$ cat src/rtl/cache_axi_responder.sv
// Memory-side responder for the cache refill/writeback port: line and single-word
// reads against a 1-cycle SRAM, with a one-entry write buffer drained in port gaps.
module cache_axi_responder #(
   parameter logic [2:0] LINE_TYPE = 3'b100
) (
   input  logic         clk,
   input  logic         reset,
   input  logic         rd_req,
   input  logic [2:0]   rd_type,
   input  logic [31:0]  rd_addr,
   output logic         rd_rdy,
   output logic         ret_valid,
   output logic [1:0]   ret_last,
   output logic [31:0]  ret_data,
   input  logic         wr_req,
   input  logic [2:0]   wr_type,
   input  logic [31:0]  wr_addr,
   input  logic [3:0]   wr_wstrb,
   input  logic [127:0] wr_data,
   output logic         wr_rdy,
   output logic         mem_en,
   output logic [3:0]   mem_we,
   output logic [31:0]  mem_addr,
   output logic [31:0]  mem_wdata,
   input  logic [31:0]  mem_rdata
);

   typedef enum logic [1:0] {R_IDLE, R_ISSUE, R_LAST} rd_state_e;

   rd_state_e      rd_state_q, rd_state_d;
   logic [31:2]    rd_base_q, rd_base_d;
   logic           rd_line_q, rd_line_d;
   logic [1:0]     rd_beat_q, rd_beat_d;
   logic           ret_pend_q, ret_pend_d;
   logic           ret_fin_q, ret_fin_d;

   logic           wbuf_valid_q, wbuf_valid_d;
   logic [31:2]    wbuf_addr_q, wbuf_addr_d;
   logic [2:0]     wbuf_type_q, wbuf_type_d;
   logic [3:0]     wbuf_wstrb_q, wbuf_wstrb_d;
   logic [127:0]   wbuf_data_q, wbuf_data_d;
   logic [1:0]     wbuf_beat_q, wbuf_beat_d;

   logic           line_conflict;
   logic           rd_acc;
   logic           wr_acc;
   logic           wbuf_line;
   logic           unused_addr_bits;

   assign unused_addr_bits = ^{rd_addr[1:0], wr_addr[1:0]};
   assign wbuf_line        = (wbuf_type_q == LINE_TYPE);

   // A read of a line that is buffered, or being written this cycle, waits for the drain.
   assign line_conflict = (wbuf_valid_q && (wbuf_addr_q[31:4] == rd_addr[31:4])) ||
                          (wr_req && (wr_addr[31:4] == rd_addr[31:4]));
   assign rd_rdy = !reset && (rd_state_q == R_IDLE) && !line_conflict;
   assign wr_rdy = !reset && !wbuf_valid_q;
   assign rd_acc = rd_req && rd_rdy;
   assign wr_acc = wr_req && wr_rdy;

   assign ret_valid = ret_pend_q && !reset;
   assign ret_last  = {1'b0, ret_fin_q && !reset};
   assign ret_data  = ret_valid ? mem_rdata : 32'h0;

   always_comb begin
      rd_state_d   = rd_state_q;
      rd_base_d    = rd_base_q;
      rd_line_d    = rd_line_q;
      rd_beat_d    = rd_beat_q;
      ret_pend_d   = 1'b0;
      ret_fin_d    = 1'b0;
      wbuf_valid_d = wbuf_valid_q;
      wbuf_addr_d  = wbuf_addr_q;
      wbuf_type_d  = wbuf_type_q;
      wbuf_wstrb_d = wbuf_wstrb_q;
      wbuf_data_d  = wbuf_data_q;
      wbuf_beat_d  = wbuf_beat_q;
      mem_en       = 1'b0;
      mem_we       = 4'h0;
      mem_addr     = 32'h0;
      mem_wdata    = 32'h0;

      case (rd_state_q)
         R_IDLE: begin
            if (rd_acc) begin
               rd_state_d = R_ISSUE;
               rd_line_d  = (rd_type == LINE_TYPE);
               rd_base_d  = (rd_type == LINE_TYPE) ? {rd_addr[31:4], 2'b00} : rd_addr[31:2];
               rd_beat_d  = 2'd0;
            end
         end
         R_ISSUE: begin
            mem_en     = 1'b1;
            mem_addr   = {rd_base_q + 30'(rd_beat_q), 2'b00};
            ret_pend_d = 1'b1;
            rd_beat_d  = rd_beat_q + 2'd1;
            if (!rd_line_q || (rd_beat_q == 2'd3)) begin
               ret_fin_d  = 1'b1;
               rd_state_d = R_LAST;
            end
         end
         R_LAST:  rd_state_d = R_IDLE;
         default: rd_state_d = R_IDLE;
      endcase

      // Drain only fills port gaps left by the read FSM; the beat index survives stalls.
      if (wbuf_valid_q && (rd_state_q != R_ISSUE)) begin
         mem_en = 1'b1;
         if (wbuf_line) begin
            mem_we    = 4'hf;
            mem_addr  = {wbuf_addr_q[31:4], wbuf_beat_q, 2'b00};
            mem_wdata = wbuf_data_q[{wbuf_beat_q, 5'b0} +: 32];
         end else begin
            mem_we    = wbuf_wstrb_q;
            mem_addr  = {wbuf_addr_q, 2'b00};
            mem_wdata = wbuf_data_q[31:0];
         end
         wbuf_beat_d = wbuf_beat_q + 2'd1;
         if (!wbuf_line || (wbuf_beat_q == 2'd3)) begin
            wbuf_valid_d = 1'b0;
            wbuf_beat_d  = 2'd0;
         end
      end

      if (wr_acc) begin
         wbuf_valid_d = 1'b1;
         wbuf_addr_d  = wr_addr[31:2];
         wbuf_type_d  = wr_type;
         wbuf_wstrb_d = wr_wstrb;
         wbuf_data_d  = wr_data;
         wbuf_beat_d  = 2'd0;
      end

      if (reset) begin
         mem_en = 1'b0;
         mem_we = 4'h0;
      end
   end

   // NOTE: only control state is reset; buffer payload is qualified by wbuf_valid_q.
   always_ff @(posedge clk) begin
      if (reset) begin
         rd_state_q   <= R_IDLE;
         rd_beat_q    <= 2'd0;
         ret_pend_q   <= 1'b0;
         ret_fin_q    <= 1'b0;
         wbuf_valid_q <= 1'b0;
         wbuf_beat_q  <= 2'd0;
      end else begin
         rd_state_q   <= rd_state_d;
         rd_beat_q    <= rd_beat_d;
         ret_pend_q   <= ret_pend_d;
         ret_fin_q    <= ret_fin_d;
         wbuf_valid_q <= wbuf_valid_d;
         wbuf_beat_q  <= wbuf_beat_d;
      end
   end

   always_ff @(posedge clk) begin
      rd_base_q    <= rd_base_d;
      rd_line_q    <= rd_line_d;
      wbuf_addr_q  <= wbuf_addr_d;
      wbuf_type_q  <= wbuf_type_d;
      wbuf_wstrb_q <= wbuf_wstrb_d;
      wbuf_data_q  <= wbuf_data_d;
   end

endmodule

$ cat config.mk
export PLATFORM = sky130hd
export DESIGN_NAME = cache_axi_responder
export DESIGN_NICKNAME = d
export VERILOG_FILES = /design/src/rtl/cache_axi_responder.sv
export SDC_FILE = /design/constraint.sdc
export NUM_CORES = 1
export LEC_CHECK = 0
export BUFFER_PORTS_ARGS = -buffer_cell sky130_fd_sc_hd__buf_2
export CAP_MARGIN = 20
export CORE_MARGIN = 4
export CORE_UTILIZATION = 35
export CTS_CLUSTER_SIZE = 24
export DETAILED_ROUTE_END_ITERATION = 8
export HOLD_SLACK_MARGIN = 0.08
export SETUP_SLACK_MARGIN = 0.3
export SLEW_MARGIN = 10
export SYNTH_ARGS = -nofsm -noshare
export SYNTH_HDL_FRONTEND = slang
export SYNTH_SLANG_ARGS = --single-unit
$ cat constraint.sdc
create_clock -name clk -period 5.16 [get_ports clk]
set_input_delay 1.032 -clock clk [delete_from_list [all_inputs] [get_ports clk]]
set_output_delay 1.032 -clock clk [all_outputs]
set_load 0.03 [all_outputs]
==> flow_summary.toml, run 1 <==
[clock_network]
clkSinkCount = 205
h-tree-depth = 1
holdBufCountCts = 0
post_cts_resized = 0
clk_pin_slew_ns = 0.06
cts_root_buf = "clkbuf_16"
clockBufferDepth = 3
clk_latency_ns = 0.52
cts_tree = "built"
cts_buffers = 23
post_cts.repair.setup_buffers = 0

[floorplan]
io_pins = 344
start_util = 0.354
dieArea_um2 = 29000
die_x_um = 170
die_h_um = 170
row_count = 59
core_area_um2 = 26000

[logic_synthesis]
syn-cell-area_um2 = 9210
syn-instance-count = 722
ys_warn_count = 0
syn-mean-instance-area_um2 = 12.8
ys_async_sr_fraction = 0
yosysSeqAreaShare = 0.659
synthDistinctLibCells = 41
synth_enable_flop_cells = 196
synth_seq_cells = 205
synthFlopType = "edfxtp_1"

[power]
power-per-cell-area_nw_per_um2 = 335
leakage_nw = 4.68
irDropWorstVdd_uv = 259

[worst_setup_path]
required_ns = 4.13
crit_fanout = 10
startpoint_type = "flip-flop"
arrival_ns = 3.09
rr_endpoint = "rd_base_q[29]"
r2r_slack_ns = 2.47
ff2ff_path_depth = 6
critPathKind = "reg2out"
worstSetupEndpointType = "output pin"
r2r_start = "wbuf_addr_q[13]"

[cells_and_area]
fin_cells = 1410
final_area_um2 = 12000
final_cell_mix = "336 x buf_2, 196 x edfxtp_1, 91 x o21ai_0"
multiInputGateArea_um2 = 2970
finish.net_count = 1299
layout_commonest_cell = "buf_2"
area_delta_synth_final_pct = 30.2
drive_gt1_frac = 0.360
nFillCells = 2418
register_area_um2 = 6070

[routing]
wl_um = 26700
wl_per_cell_um = 18.9
drtIter0Drc = 421
drc = 0
num_vias = 6881
firstDrtPassIters = 5
antenna_left = 0
vias_per_cell = 4.88

[timing]
max_freq_ghz = 0.242
tightest_slew_ns = 0.912
rsz0062_at_grt = "no"
period_minus_slack_ns = 4.13
relSlewSlack = 0.392
fin_setup_tns_ns = 0
min_period_over_period = 0.800
hold_viol_final = 0
fin_skew_ns = 0.0191
setup_violations = 0
maxSlewViolCount = 0

[status]
status = "finished clean"

[hold_path]
hold_class = "reg2reg"
holdPathStages = 2
hp-start = "rd_beat_q[0]"
hold-path-endpoint = "rd_beat_q[0]"

[place]
io_buffers = 336
dp_hpwl_um = 19300
gp_congestion = 0.823
placed_cells = 1366
dpl-instance-area_um2 = 11300

[global_routing]
track_usage = 0.177
grt_pass1_vias = 6999
antenna_found_initial = 9
grt_max_degree = 109
grt_pass1_wl_um = 39700
overflow = 0

[flow_run]
max-cap-violations = 0
==> registers in the layout, indices dropped and copies added (netlist names) <==
register and cells:
rd_beat_q 2, wbuf_wstrb_q 4, ret_pend_q 1, wbuf_beat_q 2, wbuf_data_q 128, rd_base_q 30, ret_fin_q 1, wbuf_type_q 3
rd_line_q 1, wbuf_addr_q 30, wbuf_valid_q 1, rd_state_q 2
==> routing by layer <==
metal | part of all wire | wire length (um) | global-route usage
met5 | 0.0032 | 86 | 0
met4 | 0.017 | 444 | 0.0358
met3 | 0.099 | 2650 | 0.0609
met2 | 0.48 | 12900 | 0.298
met1 | 0.40 | 10700 | 0.223
==> power by group <==
group          total (mW)  switching [mW]  internal (mW)
clock                1.56           0.648          0.916
combinational       0.503           0.325          0.178
sequential           1.95          0.0321           1.91
total                4.01            1.01           3.01
==> synthesized netlist by cell type, types with 2 or more instances <==
master / count / area [um^2]
clkbuf_1: 28 / 105
nand2b_1: 2 / 12.5
nor2b_1: 6 / 37.5
o21a_1: 2 / 15.0
mux2i_1: 34 / 340
nand2_1: 59 / 221
xor2_1: 36 / 315
xnor2_1: 48 / 420
dfxtp_1: 9 / 180
inv_1: 4 / 15.0
nand4_1: 15 / 93.8
a21oi_1: 33 / 165
nor2_1: 21 / 78.8
and4_1: 4 / 35.0
o211ai_1: 2 / 15.0
and2_1: 34 / 213
nor4_1: 13 / 81.3
nor3b_1: 2 / 15.0
edfxtp_1: 196 / 5890
buf_4: 3 / 22.5
o21ai_0: 91 / 455
buf_1: 8 / 30.0
nor3_1: 12 / 60.1
ha_1: 4 / 50.1
or4_1: 2 / 15.0
and3_1: 5 / 31.3
nand3_1: 35 / 175
==> logic make-up after synthesis <==
group           Yosys count  synth area share
xor+xnor                 84            0.0799
simple gates            212             0.118
fa+ha+maj                 5           0.00761
compound gates          136            0.0776
mux                      34            0.0370
flops                   205             0.659
other cells               1          0.000407
buf+inv                  45            0.0205
==> metrics by stage <==
| stage | setup slack, ns | util | total power [mW] | hold WS (ns) |
|---|---|---|---|---|
| after CTS | 1.01 | 0.461 | 4.06 | 0.570 |
| after global placement | 1.28 | 0.433 | 2.48 | 0.548 |
| after floorplan | 0.912 | - | 2.26 | 0.505 |
| after global routing | 0.850 | 0.461 | 4.18 | 0.600 |
| after detailed placement | 1.28 | 0.433 | 2.49 | 0.556 |
| final | 1.03 | 0.461 | 4.01 | 0.567 |
==> worst max path at each step <==
stage / from / endpoint / slack (ns) / cells past startpoint
floorplan: reset / wbuf_addr_q[10] / 0.91 / 3
global placement: rd_addr[16] / rd_rdy / 1.28 / 7
detailed placement: rd_addr[16] / rd_rdy / 1.28 / 7
CTS: wbuf_beat_q[1] / mem_wdata[14] / 1.01 / 5
global route: wbuf_beat_q[1] / mem_wdata[14] / 0.85 / 5
finish: rd_base_q[3] / mem_addr[29] / 1.03 / 7
==> final cells by class <==
type | count | area share
clock buffers | 32 | 0.0533
flip-flops and latches | 205 | 0.506
diodes | 3 | 0.000626
clock inverters | 9 | 0.00668
multi-input cells | 474 | 0.248
well taps | 335 | 0.0350
inverters | 4 | 0.00125
repair buffers | 348 | 0.149
==> worst max-delay path, cell delays in order, from the launching register on <==
cell	delay, ns
edfxtp_1	0.42
ha_1	0.30
a21o_1	0.16
nand3_1	0.37
or3_4	0.49
or4_1	0.47
nand3_1	0.14
buf_2	0.22
(Power assumes the default switching activity.)
==> inputs of run 2 (changes only) <==
--- a/config.mk
+++ b/config.mk
@@ -5,6 +5,7 @@
 export SDC_FILE = /design/constraint.sdc
 export NUM_CORES = 1
 export LEC_CHECK = 0
+export ABC_AREA = 1
 export BUFFER_PORTS_ARGS = -buffer_cell sky130_fd_sc_hd__buf_2
 export CAP_MARGIN = 20
 export CORE_MARGIN = 4
==> constraint.sdc (replaced) <==
create_clock -name clk -period 4.15 [get_ports clk]
set_input_delay 0.83 -clock clk [delete_from_list [all_inputs] [get_ports clk]]
set_output_delay 0.83 -clock clk [all_outputs]
set_load 0.03 [all_outputs]
==> flow_summary.toml, run 2 <==
[worst_setup_path]
crit_buf_inv = 1
r2r_slack_ns = 1.98
critPathKind = "reg2out"
cpLargestDelayFamily = "simple AND/OR/NAND/NOR gates"
arrival_ns = 2.81
required_ns = 3.32
worstSetupEndpointType = "output pin"
ff2ff_path_depth = 12
crit_top_cell = "nor2_4"
startpoint_type = "flip-flop"
critPathMaxStageDelay_ns = 0.38
rr_endpoint = "rd_base_q[25]"
crit_slowest_cell = "dfxtp_1"
path_cells = "ha_1 -> fa_2 -> nand3_2 -> nor2_4 -> nand2_2 -> nor2_4 -> nand2_4 -> nor2_8 -> nand2_4 -> nor2_4 -> nand2_2 -> nand2_1 -> nand2_1 -> o21ai_1 -> clkbuf_4"
r2r_start = "wbuf_addr_q[21]"
crit_fanout = 5

[status]
status = "finished clean"

[global_routing]
antenna_found_initial = 6
grt_use_met1 = 0.222
grt_util_met3 = 0.0605
grt_busiest_layer = "met2"
track_usage = 0.187
grt_pass1_vias = 8242
overflow = 0
grt_util_met2 = 0.332
grt_pass1_wl_um = 45000
grt_max_degree = 124

[routing]
drtIter0Drc = 533
antenna_left = 0
wl_um = 29900
drc = 0
firstDrtPassIters = 5
num_vias = 8145
wl_per_cell_um = 17.0
vias_per_cell = 4.63

[floorplan]
row_count = 61
die_h_um = 175
dieArea_um2 = 30800
io_pins = 344
die_x_um = 175
start_util = 0.354
core_area_um2 = 27700

[timing]
maxSlewViolCount = 0
hold_viol_final = 0
relSlewSlack = 0.476
setup_ws_ns = 0.509
period_minus_slack_ns = 3.64
setup_violations = 0
rsz0062_at_grt = "no"
min_period_over_period = 0.877
fin_setup_tns_ns = 0
fin_skew_ns = 0.0234
max_freq_ghz = 0.275
tightest_slew_ns = 0.785

[clock_network]
cts_buffers = 24
h-tree-depth = 1
cts_tree = "built"
clk_pin_slew_ns = 0.06
clockBufferDepth = 3
cts_root_buf = "clkbuf_16"
post_cts.repair.setup_buffers = 0
clkSinkCount = 205
clk_latency_ns = 0.53

[cells_and_area]
final_cell_mix = "334 x buf_2, 257 x nand2_1, 196 x edfxtp_1"
drive_gt1_frac = 0.293
layout_commonest_cell = "buf_2"
finish.net_count = 1607
largest_reg_flops = 128
top_regs = "wbuf_data_q x128, rd_base_q x30, wbuf_addr_q x30"
area_delta_synth_final_pct = 29.6
regMostFlops = "wbuf_data_q"

[power]
power.switching_mw = 1.39
leakage_nw = 5.84
p_sw_frac = 0.268
internal_power_mw = 3.79
seqPwrFrac = 0.469
power-per-cell-area_nw_per_um2 = 407
pwr-share-clk = 0.385
irDropWorstVdd_uv = 365
power.share.combinational = 0.146

[flow_run]
max-cap-violations = 0

[logic_synthesis]
synthFlopType = "edfxtp_1"
syn-cell-area_um2 = 9810
yosysMostFrequentCell = "nand2_1"
ys_warn_count = 0
syn-mean-instance-area_um2 = 9.57
synth_seq_cells = 205
synth_area_leaders = "edfxtp_1 60%, nand2_1 9.9%, inv_1 5.9%"
yosysSeqAreaShare = 0.618
synth_area_leader_cell = "edfxtp_1"
syn-instance-count = 1026
synth_enable_flop_cells = 196
ys_async_sr_fraction = 0
synth_common_cells = "258 x nand2_1, 196 x edfxtp_1, 154 x inv_1"
synthDistinctLibCells = 45
netlist.area_leader.share = 0.600

[hold_path]
holdPathStages = 1
hp-start = "wr_data[20]"
hold_class = "in2reg"
hold-path-endpoint = "wbuf_data_q[20]"

[place]
dp_hpwl_um = 21900
place_ws_ns = 0.981
gp_congestion = 0.887
io_buffers = 336
## run 2: changes by cell type after synthesis, moves of 6 or more
cell and delta:
a21oi_1 +8, a311oi_1 +14, and2_1 -34, buf_2 +8
inv_1 +150, mux2i_1 -34, nand2_1 +199, nand4_1 -10
nor2_1 +102, nor2b_1 -6, o21ai_0 -33, o22ai_1 +13
xnor2_1 -34, xor2_1 -28
## run 2: how the worst max path moves through the flow
stage          cells after the start         start              end
2_1_floorplan                      3         reset  wbuf_addr_q[10]
3_3_place_gp                      12  rd_base_q[2]     mem_addr[20]
3_5_place_dp                      12  rd_base_q[2]     mem_addr[20]
4_1_cts                           12  rd_base_q[2]     mem_addr[20]
5_1_grt                           15  rd_beat_q[0]     mem_addr[30]
6_report                          15  rd_beat_q[0]     mem_addr[30]
## run 2: area by class of cell
cell class / count / area [um^2]
inverters: 155 / 586
fillers: 2665 / 15000
clock buffers: 33 / 696
flip-flops and latches: 205 / 6070
diodes: 3 / 7.51
multi-input cells: 629 / 3030
clock inverters: 9 / 53.8
well taps: 378 / 473
repair buffers: 349 / 1810
## run 2: repair_timing
action | in CTS | in global routing
resized for setup | 0 | 4
endpoints found under the setup margin | 0 | 3
hold buffers | 0 | 0
## run 2: layer usage
layer	vias up	routed length [um]
met4	10	605
met2	345	14500
li1	4085	-
met5	-	57
met3	46	3020
met1	3659	11700
## run 2: worst reg2reg max path, delay by kind of cell, from the launching register on
kind	cells	cell delay, ns
DFF	1	0.38
buffers and inverters	4	0.94
and+or+nand+nor	8	0.55
## run 2: power by group through the flow
stage | clock (mW) | sequential, mW | combinational [mW]
5_1_grt | 2.15 | 2.44 | 0.835
3_3_place_gp | 0 | 2.47 | 0.756
6_report | 2.00 | 2.43 | 0.755
2_1_floorplan | 0 | 2.47 | 0.438
4_1_cts | 2.05 | 2.43 | 0.765
3_5_place_dp | 0 | 2.47 | 0.763
## run 2: cell families after synthesis
logic type | after synthesis | share of synthesized area
xor+xnor | 22 | 0.0196
fa+ha+maj | 5 | 0.00714
simple gates | 457 | 0.195
other cells | 1 | 0.000382
compound gates | 142 | 0.0838
buf+inv | 194 | 0.0765
flops | 205 | 0.618
## run 2: stage by stage
stage               power [mW]  utilization  cell area [um^2]  std cells  hold slack, ns
floorplan                 2.91            -              9840       1028           0.453
global placement          3.23        0.431             12000       1716           0.473
detailed placement        3.24        0.431             12000       1716           0.483
CTS                       5.25        0.458             12700       1758           0.449
global route              5.42        0.459             12700       1759           0.449
finish                    5.18        0.459             12700       1761           0.474
==> inputs of run 3 (changes only) <==
--- a/config.mk
+++ b/config.mk
@@ -5,7 +5,6 @@
 export SDC_FILE = /design/constraint.sdc
 export NUM_CORES = 1
 export LEC_CHECK = 0
-export ABC_AREA = 1
 export BUFFER_PORTS_ARGS = -buffer_cell sky130_fd_sc_hd__buf_2
 export CAP_MARGIN = 20
 export CORE_MARGIN = 4
==> flow_summary.toml, run 3 (synthesized netlist as in run 1, its figures left out) <==
[worst_setup_path]
startpoint_type = "flip-flop"
critPathKind = "reg2out"
crit_fanout = 6
worstSetupEndpointType = "output pin"
ff2ff_path_depth = 7
r2r_slack_ns = 1.86
crit_slowest_cell = "or4_1"
r2r_start = "wbuf_addr_q[15]"
rr_endpoint = "rd_base_q[24]"
path_cells = "ha_1 -> a21o_1 -> nand3_1 -> or3_4 -> or4_1 -> nand3_1 -> buf_2"
crit_top_cell = "nand3_1"
crit_start = "rd_base_q[3]"
critPathMaxStageDelay_ns = 0.47
required_ns = 3.32
arrival_ns = 2.89

[hold_path]
holdPathStages = 1
hold-path-endpoint = "wbuf_data_q[3]"
hp-start = "wr_data[3]"
hold_class = "in2reg"

[floorplan]
core_area_um2 = 26000
die_x_um = 170
dieArea_um2 = 29000
row_count = 59
die_h_um = 170
start_util = 0.354
io_pins = 344

[cells_and_area]
nFillCells = 2431
final_cell_mix = "336 x buf_2, 196 x edfxtp_1, 90 x o21ai_0"
area_delta_synth_final_pct = 30.3
layout_commonest_cell = "buf_2"
final_util = 0.462
largest_reg_flops = 128
multiInputGateArea_um2 = 2980
top_regs = "wbuf_data_q x128, rd_base_q x30, wbuf_addr_q x30"
drive_gt1_frac = 0.365
finish.net_count = 1305
register_area_um2 = 6070
regMostFlops = "wbuf_data_q"
insertedDiodeCount = 0

[clock_network]
h-tree-depth = 1
clockBufferDepth = 3
post_cts_resized = 0
cts_buffers = 23
clk_pin_slew_ns = 0.06
clk_latency_ns = 0.50
holdBufCountCts = 0
clkSinkCount = 205
cts_root_buf = "clkbuf_16"
post_cts.repair.setup_buffers = 0
cts_tree = "built"

[timing]
period_minus_slack_ns = 3.72
relSlewSlack = 0.494
rsz0062_at_grt = "no"
tightest_slew_ns = 0.753
maxSlewViolCount = 0
fin_skew_ns = 0.00988
fin_hold_ws_ns = 0.500
setup_violations = 0
fin_setup_tns_ns = 0
hold_viol_final = 0
min_period_over_period = 0.897
max_freq_ghz = 0.269

[routing]
antenna_left = 0
vias_per_cell = 4.85
num_vias = 6855
wl_per_cell_um = 19.1
firstDrtPassIters = 5
drtIter0Drc = 360
drc = 0
wl_um = 27000

[global_routing]
overflow = 0
track_usage = 0.177
grt_pass1_wl_um = 39500
grt_max_degree = 83
antenna_found_initial = 9
grt_pass1_vias = 6829

[power]
power-per-cell-area_nw_per_um2 = 411
leakage_nw = 4.69
irDropWorstVdd_uv = 425

[place]
io_buffers = 336
gp_congestion = 0.830
dp_hpwl_um = 19900

[status]
status = "finished clean"

[flow_run]
max-cap-violations = 0
==> run 3: per-stage QoR <==
step | instance area, um^2 | instances | power, mW | worst slack (ns)
global route | 12000 | 1413 | 5.13 | 0.312
global placement | 11300 | 1372 | 3.09 | 0.893
detailed placement | 11300 | 1372 | 3.10 | 0.894
floorplan | 9220 | 724 | 2.81 | 0.778
CTS | 12000 | 1413 | 4.99 | 0.405
finish | 12000 | 1413 | 4.93 | 0.429
==> run 3: worst max path at each step <==
stage | endpoint
floorplan | mem_addr[26]
global placement | rd_rdy
detailed placement | rd_rdy
CTS | mem_addr[29]
global route | mem_addr[27]
finish | mem_addr[29]
==> run 3: metal layers <==
metal | part of all wire | up-vias | track usage
met5 | 0.0032 | - | 0
met4 | 0.022 | 16 | 0.0455
met3 | 0.094 | 52 | 0.0585
met2 | 0.48 | 263 | 0.294
met1 | 0.40 | 3188 | 0.224
li1 | - | 3336 | -
==> run 3: final cells by class <==
cell class	instances	share of cell area
Clock inverter	15	0.00886
Timing Repair Buffer	354	0.152
Inverter	4	0.00125
Tap cell	335	0.0349
Multi-Input combinational cell	474	0.248
Clock buffer	26	0.0489
Sequential cell	205	0.506
==> run 3: power breakdown <==
group          switching [mW]  internal [mW]
registers              0.0417           2.38
logic                   0.405          0.224
clock network           0.807           1.08
total                    1.25           3.68
==> run 3: worst max-delay path, delay by kind of cell, from the launching register on <==
kind	cells	cell delay, ns
compound gates	1	0.16
fa+ha+maj	1	0.30
simple gates	4	1.30
buf+inv	1	0.22
flops	1	0.42
